--- src/rtl/redmule_pkg.sv ---
// Shared RedMulE datapath constants. The store packer and the output cast unit
// both derive their narrow-lane geometry from these values.
package redmule_pkg;

  // Full streamer beat width in bits.
  localparam int unsigned DATA_W      = 256;
  // Widest and narrowest element formats handled by the cast unit.
  localparam int unsigned BITW        = 16;
  localparam int unsigned MIN_FMT     = 8;
  // Number of narrow cast beats that fit in one full store beat.
  localparam int unsigned PACK_FACTOR = BITW / MIN_FMT;
  // Useful bits per beat leaving the cast unit when narrowing.
  localparam int unsigned DW_CUT      = DATA_W / PACK_FACTOR;

endpackage : redmule_pkg

--- src/rtl/redmule_store_packer.sv ---
// Output packing stage between the cast unit and the Z store streamer.
// In cast mode it gathers PackFactor narrow beats into one full store beat
// (lane 0 first); otherwise it is a one-deep registered pass-through.
// A flush pushes out a partially filled beat with byte strobes covering only
// the filled lanes and then pulses flush_done_o.
module redmule_store_packer
  import redmule_pkg::*;
#(
  parameter int unsigned DataW      = DATA_W,
  parameter int unsigned PackFactor = PACK_FACTOR
) (
  input  logic               clk_i,
  input  logic               rst_ni,
  input  logic               clear_i,
  input  logic               cast_i,
  input  logic               flush_i,
  input  logic               in_valid_i,
  output logic               in_ready_o,
  input  logic [DataW-1:0]   in_data_i,
  output logic               out_valid_o,
  input  logic               out_ready_i,
  output logic [DataW-1:0]   out_data_o,
  output logic [DataW/8-1:0] out_strb_o,
  output logic               flush_done_o
);

  localparam int unsigned NW = DataW / PackFactor;  // bits per narrow lane
  localparam int unsigned NB = NW / 8;              // bytes per narrow lane
  localparam int unsigned SW = DataW / 8;           // strobe width
  localparam int unsigned CW = $clog2(PackFactor);  // lane counter width
  localparam logic [CW-1:0] LastLane = CW'(PackFactor - 1);

  logic [DataW-1:0] pack_q, pack_d;
  logic [CW-1:0]    cnt_q, cnt_d;
  logic             out_valid_q, out_valid_d;
  logic [DataW-1:0] out_data_q, out_data_d;
  logic [SW-1:0]    out_strb_q, out_strb_d;
  logic             flush_pend_q, flush_pend_d;
  logic             flush_done_q, flush_done_d;

  logic             out_free;
  logic             accept;
  logic             load_full;
  logic             flush_act;
  logic [CW-1:0]    cnt_mid;
  logic [DataW-1:0] pack_mid;
  logic [DataW-1:0] part_data;
  logic [SW-1:0]    part_strb;

  // The out register can take a new beat when empty or drained this cycle.
  assign out_free   = !out_valid_q || out_ready_i;
  assign in_ready_o = out_free;
  assign accept     = in_valid_i && in_ready_o;
  // A completing beat (or any pass-through beat) occupies the out register.
  assign load_full  = accept && (!cast_i || (cnt_q == LastLane));
  // A flush raised this cycle is acted on immediately, after the input beat.
  assign flush_act  = flush_pend_q || flush_i;
  // Lane count after this cycle's input beat has been absorbed.
  assign cnt_mid    = (accept && cast_i) ? cnt_q + CW'(1) : cnt_q;

  for (genvar gi = 0; gi < PackFactor; gi++) begin : g_lane
    logic wr_lane;
    logic keep_lane;
    // Write the incoming narrow beat into the lane selected by the counter.
    assign wr_lane   = accept && cast_i && (cnt_q == CW'(gi));
    assign pack_mid[gi*NW +: NW] = wr_lane ? in_data_i[NW-1:0] : pack_q[gi*NW +: NW];
    // For a partial beat only the filled lanes carry data and strobes.
    assign keep_lane = cnt_mid > CW'(gi);
    assign part_data[gi*NW +: NW] = keep_lane ? pack_mid[gi*NW +: NW] : '0;
    assign part_strb[gi*NB +: NB] = {NB{keep_lane}};
  end

  // Next-state logic: input beat first, then flush, with clear overriding all.
  always_comb begin
    pack_d       = pack_mid;
    cnt_d        = cnt_mid;
    out_valid_d  = out_valid_q;
    out_data_d   = out_data_q;
    out_strb_d   = out_strb_q;
    flush_pend_d = flush_pend_q;
    flush_done_d = 1'b0;

    if (out_valid_q && out_ready_i) begin
      out_valid_d = 1'b0;
    end

    if (load_full) begin
      out_valid_d = 1'b1;
      out_data_d  = cast_i ? pack_mid : in_data_i;
      out_strb_d  = '1;
    end

    if (flush_act) begin
      flush_pend_d = 1'b1;
      if (load_full) begin
        // The out register was just taken; re-evaluate next cycle.
        flush_pend_d = 1'b1;
      end else if (cnt_mid != '0) begin
        if (out_free) begin
          out_valid_d = 1'b1;
          out_data_d  = part_data;
          out_strb_d  = part_strb;
          cnt_d       = '0;
        end
      end else begin
        flush_done_d = 1'b1;
        flush_pend_d = 1'b0;
      end
    end

    if (clear_i) begin
      cnt_d        = '0;
      out_valid_d  = 1'b0;
      flush_pend_d = 1'b0;
      flush_done_d = 1'b0;
    end
  end

  // State registers; asynchronous reset discards all buffered data.
  always_ff @(posedge clk_i or negedge rst_ni) begin
    if (!rst_ni) begin
      pack_q       <= '0;
      cnt_q        <= '0;
      out_valid_q  <= 1'b0;
      out_data_q   <= '0;
      out_strb_q   <= '0;
      flush_pend_q <= 1'b0;
      flush_done_q <= 1'b0;
    end else begin
      pack_q       <= pack_d;
      cnt_q        <= cnt_d;
      out_valid_q  <= out_valid_d;
      out_data_q   <= out_data_d;
      out_strb_q   <= out_strb_d;
      flush_pend_q <= flush_pend_d;
      flush_done_q <= flush_done_d;
    end
  end

  assign out_valid_o  = out_valid_q;
  assign out_data_o   = out_data_q;
  assign out_strb_o   = out_strb_q;
  assign flush_done_o = flush_done_q;

endmodule : redmule_store_packer

--- config.mk ---
export PLATFORM = sky130hd
export DESIGN_NAME = redmule_store_packer
export DESIGN_NICKNAME = d
export VERILOG_FILES = /design/src/rtl/redmule_pkg.sv /design/src/rtl/redmule_store_packer.sv
export SDC_FILE = /design/constraint.sdc
export NUM_CORES = 1
export LEC_CHECK = 0
export CORE_MARGIN = 2
export CORE_UTILIZATION = 25
export DETAILED_ROUTE_END_ITERATION = 12
export PLACE_DENSITY = 0.56
export SLEW_MARGIN = 20
export SYNTH_ARGS = -nofsm -noshare
export SYNTH_HDL_FRONTEND = slang
export SYNTH_SLANG_ARGS = --single-unit
--- constraint.sdc ---
create_clock -name clk_i -period 2.1 [get_ports clk_i]
set_input_delay 0.315 -clock clk_i [delete_from_list [all_inputs] [get_ports clk_i]]
set_output_delay 0.315 -clock clk_i [all_outputs]
set_load 0.005 [all_outputs]
# After elaboration in Yosys (flattened, before gate mapping)
# Index checks and enable logic that the tools add are counted.
# classes
n_addsub,1
n_mul,0
div,0
n_lt_le_gt_ge,2
n_eq_ne,0
shift,0
mux,36
bitwise,1
n_reduce_logical,12
# op_table
operator,n
$mux W256,6
$mux W128,4
$mux W32,5
$mux W1,21
$logic_and A1 B1 Y1,6
$logic_or A1 B1 Y1,3
$gt A1 B1 Y1 const B,2
$logic_not A1 Y1,2
$reduce_bool A2 Y1,1
$add A1 B1 Y1 const B,1
$not A1 Y1,1
# totals
reg_bits,548
latchBits,0
mem_bits_rw,0
rom_bits,0
inputBits,263
out_inout_bits,291
elab_cells,59
memories,0

# Depth between registers and ports, before layout
# logic_depth
word_depth,12
mapped_depth,12

# Least setup slack after synthesis
# No wires, ideal clock.
# synth_timing
path_kind,input to register
start,in cast_i
end,"reg out_data_q[105], in the netlist out_data_o[105]"
arrival_time_ns,2.422
required_ns,1.966
slack_ns,-0.456
cell_stages,12
cell_sequence,buf_4 > buf_4 > buf_2 > buf_2 > and3_1 > ha_1 > buf_2 > buf_6 > mux2_2 > mux2_2 > nand2_1 > o21ai_0
# synth_between
elab_chain_len,9
# synth_lines
item,line,text
"start, declared",redmule_store_packer.sv:15,"input logic cast_i,"
$logic_and A1 B1 Y1 (*) (2 in series),redmule_store_packer.sv:65,assign wr_lane = accept && cast_i && (cnt_q == CW'(gi));
$mux W128 (*),redmule_store_packer.sv:66,assign pack_mid[gi*NW +: NW] = wr_lane ? in_data_i[NW-1:0] : pack_q[gi*NW +: NW];
via pack_d[105],redmule_store_packer.sv:33,"logic [DataW-1:0] pack_q, pack_d;"
$mux W256,redmule_store_packer.sv:89,out_data_d = cast_i ? pack_mid : in_data_i;
$mux W256,redmule_store_packer.sv:87,if (load_full) begin
$mux W256,redmule_store_packer.sv:99,if (out_free) begin
$mux W256,redmule_store_packer.sv:98,end else if (cnt_mid != '0) begin
$mux W256,redmule_store_packer.sv:95,if (load_full) begin
$mux W256 (*),redmule_store_packer.sv:93,if (flush_act) begin
via out_data_d[105],redmule_store_packer.sv:36,"logic [DataW-1:0] out_data_q, out_data_d;"
"end signal, assigned",redmule_store_packer.sv:133,out_data_q <= out_data_d;
"end, declared",redmule_store_packer.sv:36,
# The timed path passes the listed nets; every way through them passes the cells marked *.
# A chain may end at the register's enable or synchronous reset.

# Worst setup path in the final report
# layout_timing
start,"reg out_valid_q, in the netlist out_valid_o"
end,"reg out_data_q[236], in the netlist out_data_o[236]"
# layout_between
elab_chain_len,12
# layout_lines
item,line,text
"start, declared",redmule_store_packer.sv:35,"logic out_valid_q, out_valid_d;"
"start signal, assigned",redmule_store_packer.sv:132,out_valid_q <= out_valid_d;
$logic_not A1 Y1 (*),redmule_store_packer.sv:51,assign out_free = !out_valid_q || out_ready_i;
$logic_or A1 B1 Y1 (*),redmule_store_packer.sv:51,
$logic_and A1 B1 Y1 (*),redmule_store_packer.sv:53,assign accept = in_valid_i && in_ready_o;
$logic_and A1 B1 Y1 (*) (2 in series),redmule_store_packer.sv:65,
$mux W128 (*),redmule_store_packer.sv:66,
via pack_d[236],redmule_store_packer.sv:33,
$mux W256,redmule_store_packer.sv:89,
$mux W256,redmule_store_packer.sv:87,
$mux W256,redmule_store_packer.sv:99,
$mux W256,redmule_store_packer.sv:98,
$mux W256,redmule_store_packer.sv:95,
$mux W256 (*),redmule_store_packer.sv:93,
via out_data_d[236],redmule_store_packer.sv:36,
# Marked as above.

==> run metrics <==
status finished with violations; failing checks setup timing; DR iter-0 viols 692; All-Layer GR Usage 0.1578; max incr delay on CP 0.38 ns; CTS Root Cell clkbuf_16; maxcap violations 0; final slew viol count 0; Core Util, Final 0.3968; clk_skew 0.01247 ns; total CTS buffers 67; Avg Inst Size Synth 13.76 sq um; GPL Wtd Cong 0.7887; Crit. End Element flop; initial antenna violation count 6; grt ovf 0; area of the multi-input gates 0.01119 sq mm; Die X 315.3 microns; Final Worst Setup Slack -0.1913 ns; gr busiest metal met2; final setup vio count 246; mean routed wirelength per cell 21.40 microns; register area 0.01371 sq mm; CP Max Fanout 6; Synth Net Count 2025; Initial Utilization 0.2512; Worst EP arrival 2.78 ns; synthesized area 0.02422 sq mm; CP Buf/Inv Count 6; Inst Count DP 3738; sequential cell area fraction in the yosys report 0.5661; Reg clk slew, reported paths 0.05 ns; GR Layer Usage met2 0.2731; TritonCTS clock tree yes; Vias 17553; Hold Fails Final Rpt 0; critical path data required time 2.59 ns; CP dominant cell by count buf_16; Tmin final 2.291 ns; met1 GRT Util 0.1898; kind of cell adding the most delay to the critical path buffers and inverters; CP max-delay cell dfrtp_1; Row Count 114; VDD IR-drop max 0.5876 mV; Synth cell types 26; ratio of cells with drive above 1 in the final layout 0.3757; fill count 9044; Critical Path Start Type flop; cell leakage power 0.01638 uW; via density per instance 4.482; final wirelength 83800 microns; placed instance area 0.03338 sq mm; Sum Neg Setup Slack -16.84 ns; Slew headroom 0.6049; first-pass GRT wire length 120400 microns; WS Path Type reg -> reg; Net count, final 2856; Slew @ Worst Pin 0.5927 ns; die area 0.09940 sq mm; post-route ant nets 0; IO Pins 554; residual DRC count 0; CTS HTree Levels 3; post-route insts no fill 3916; pwr dens 1003 mW/mm^2; die height 315.3 microns; Min-Delay Path Class in -> async; crit share post-route 1.091; Warnings, synthesis 0; clk sinks 548; RSZ-0062 raised after global routing true; clock buffer depth 3; port bufs 553; FMAX 436.4 MHz; CP cell instances nor2b_4, inv_2, and3_4, buf_4, ha_4, buf_16, buf_16, buf_12, clkbuf_16, mux2_4, mux2i_1, o2bb2ai_1; grt met3 use 0.03789; DP HPWL 55740 microns; core area 0.09642 sq mm; latest clock arrival within the worst-skew pair 0.62 ns; vias in the first global route 19321; final instance area 0.03826 sq mm; P&R area growth vs syn 57.95%; largest net degree at the start of global routing 74; #FFs+latches synth 548; cells after synthesis 1760; iteration count of the initial detailed-routing pass 4
## through the flow
step | total power (uW) | hold slack [ns] | setup WS (ns)
after floorplan | 18910 | 0.01941 | -0.1289
final | 38390 | 0.2756 | -0.1913
after detailed placement | 25310 | 0.3067 | -0.5715
after CTS | 37720 | 0.2448 | -0.1489
after global routing | 40310 | 0.2724 | -0.2971
after global placement | 24930 | 0.3022 | -0.5321
## path summary, 6_finish.rpt
check | start | endpoint | slack (ns) | cells past startpoint
hold / removal | rst_ni | pack_q[138]$_DFF_PN0_ | 0.28 | 2
setup reg to reg | out_valid_o$_DFF_PN0_ | out_data_o[236]$_DFF_PN0_ | -0.19 | 12
setup / recovery | out_valid_o$_DFF_PN0_ | out_data_o[236]$_DFF_PN0_ | -0.19 | 12
max in group asynchronous | rst_ni | out_data_o[208]$_DFF_PN0_ | 0.94 | 3
min in group clk_i | in_data_i[151] | out_data_o[151]$_DFF_PN0_ | 0.34 | 3
hold reg to reg | out_strb_o[12]$_DFF_PN0_ | out_strb_o[12]$_DFF_PN0_ | 0.47 | 1
## Yosys cell counts
master	count	area, sq um
nand2_1	129	484.2
clkbuf_1	36	135.1
nand2b_1	1	6.260
nor3_1	6	30.03
o2bb2ai_1	98	858.3
o2bb2ai_2	30	450.4
and3_1	2	12.51
buf_2	52	260.3
nor2_1	3	11.26
mux2i_1	256	2562
a211oi_1	2	15.01
inv_1	2	7.510
buf_1	2	7.510
inv_2	1	3.750
or3_1	16	100.1
nand3_2	1	10.01
nor2_4	1	11.26
mux2_2	383	4313
nor2b_4	1	13.76
nor3_2	1	10.01
ha_1	2	25.02
buf_6	26	292.8
dfrtp_1	548	13710
buf_4	18	135.1
o21ai_0	127	635.6
a21o_1	16	120.1
## layer usage
metal  vias to the layer above  wire, microns
met3                       139           4273
met5                         -             25
li1                       8034              -
met2                       401          42140
met1                      8975          34690
met4                         4           2677
## timing repair
item | CTS | global route
endpoints found under the setup margin | 249 | 273
cloned | 8 | 11
buffers inserted | 21 | 20
hold buffers | 1 | 0
resized for setup | 183 | 337
pin swaps | 34 | 69
endpoints found under the hold margin | 22 | 0
## flip-flops by register name (all words and copies together) (netlist names)
name and count:
out_data_o 256, pack_q 256, flush_done_o 1, flush_pend_q 1, out_strb_o 32, cnt_q 1, out_valid_o 1
## area by class of cell
type / count / share of cell area
antenna: 2 / 0.0001308
clock buffer: 102 / 0.05366
clock inverter: 14 / 0.003499
inverter: 3 / 0.0002943
multi-input combinational: 1075 / 0.2926
sequential: 548 / 0.3584
tap: 1276 / 0.04173
timing repair buffer: 896 / 0.2497
## report_power, final
part / switching [uW] / internal (uW) / total (uW)
clock network: 4580 / 6970 / 11500
registers: 1290 / 13300 / 14500
logic: 4860 / 7440 / 12300
## cell families (layout without fill, tap and decap cells)
| family | count (synthesis) | in the layout | share of synthesized area |
|---|---|---|---|
| buffers and inverters | 137 | 1015 | 0.03476 |
| multiplexers | 639 | 639 | 0.2838 |
| adder cells (fa/ha/maj) | 2 | 2 | 0.001033 |
| other | 0 | 2 | 0 |
| AO/OA/AOI/OAI | 273 | 273 | 0.08584 |
| AND/OR/NAND/NOR | 161 | 161 | 0.02846 |
| flip-flops | 548 | 548 | 0.5661 |
## layout by cell type, fill, tap and decap left out, types with 40 or more instances in the layout
cell type	count
clkbuf_16	81
buf_12	54
nand2_1	89
nand2_2	40
mux2_2	168
clkdlybuf4s50_1	550
dfrtp_1	548
mux2i_1	221
o21ai_1	75
o2bb2ai_1	70
mux2_4	215
o2bb2ai_2	51
buf_4	216
Power figures use the tool's default switching activity.
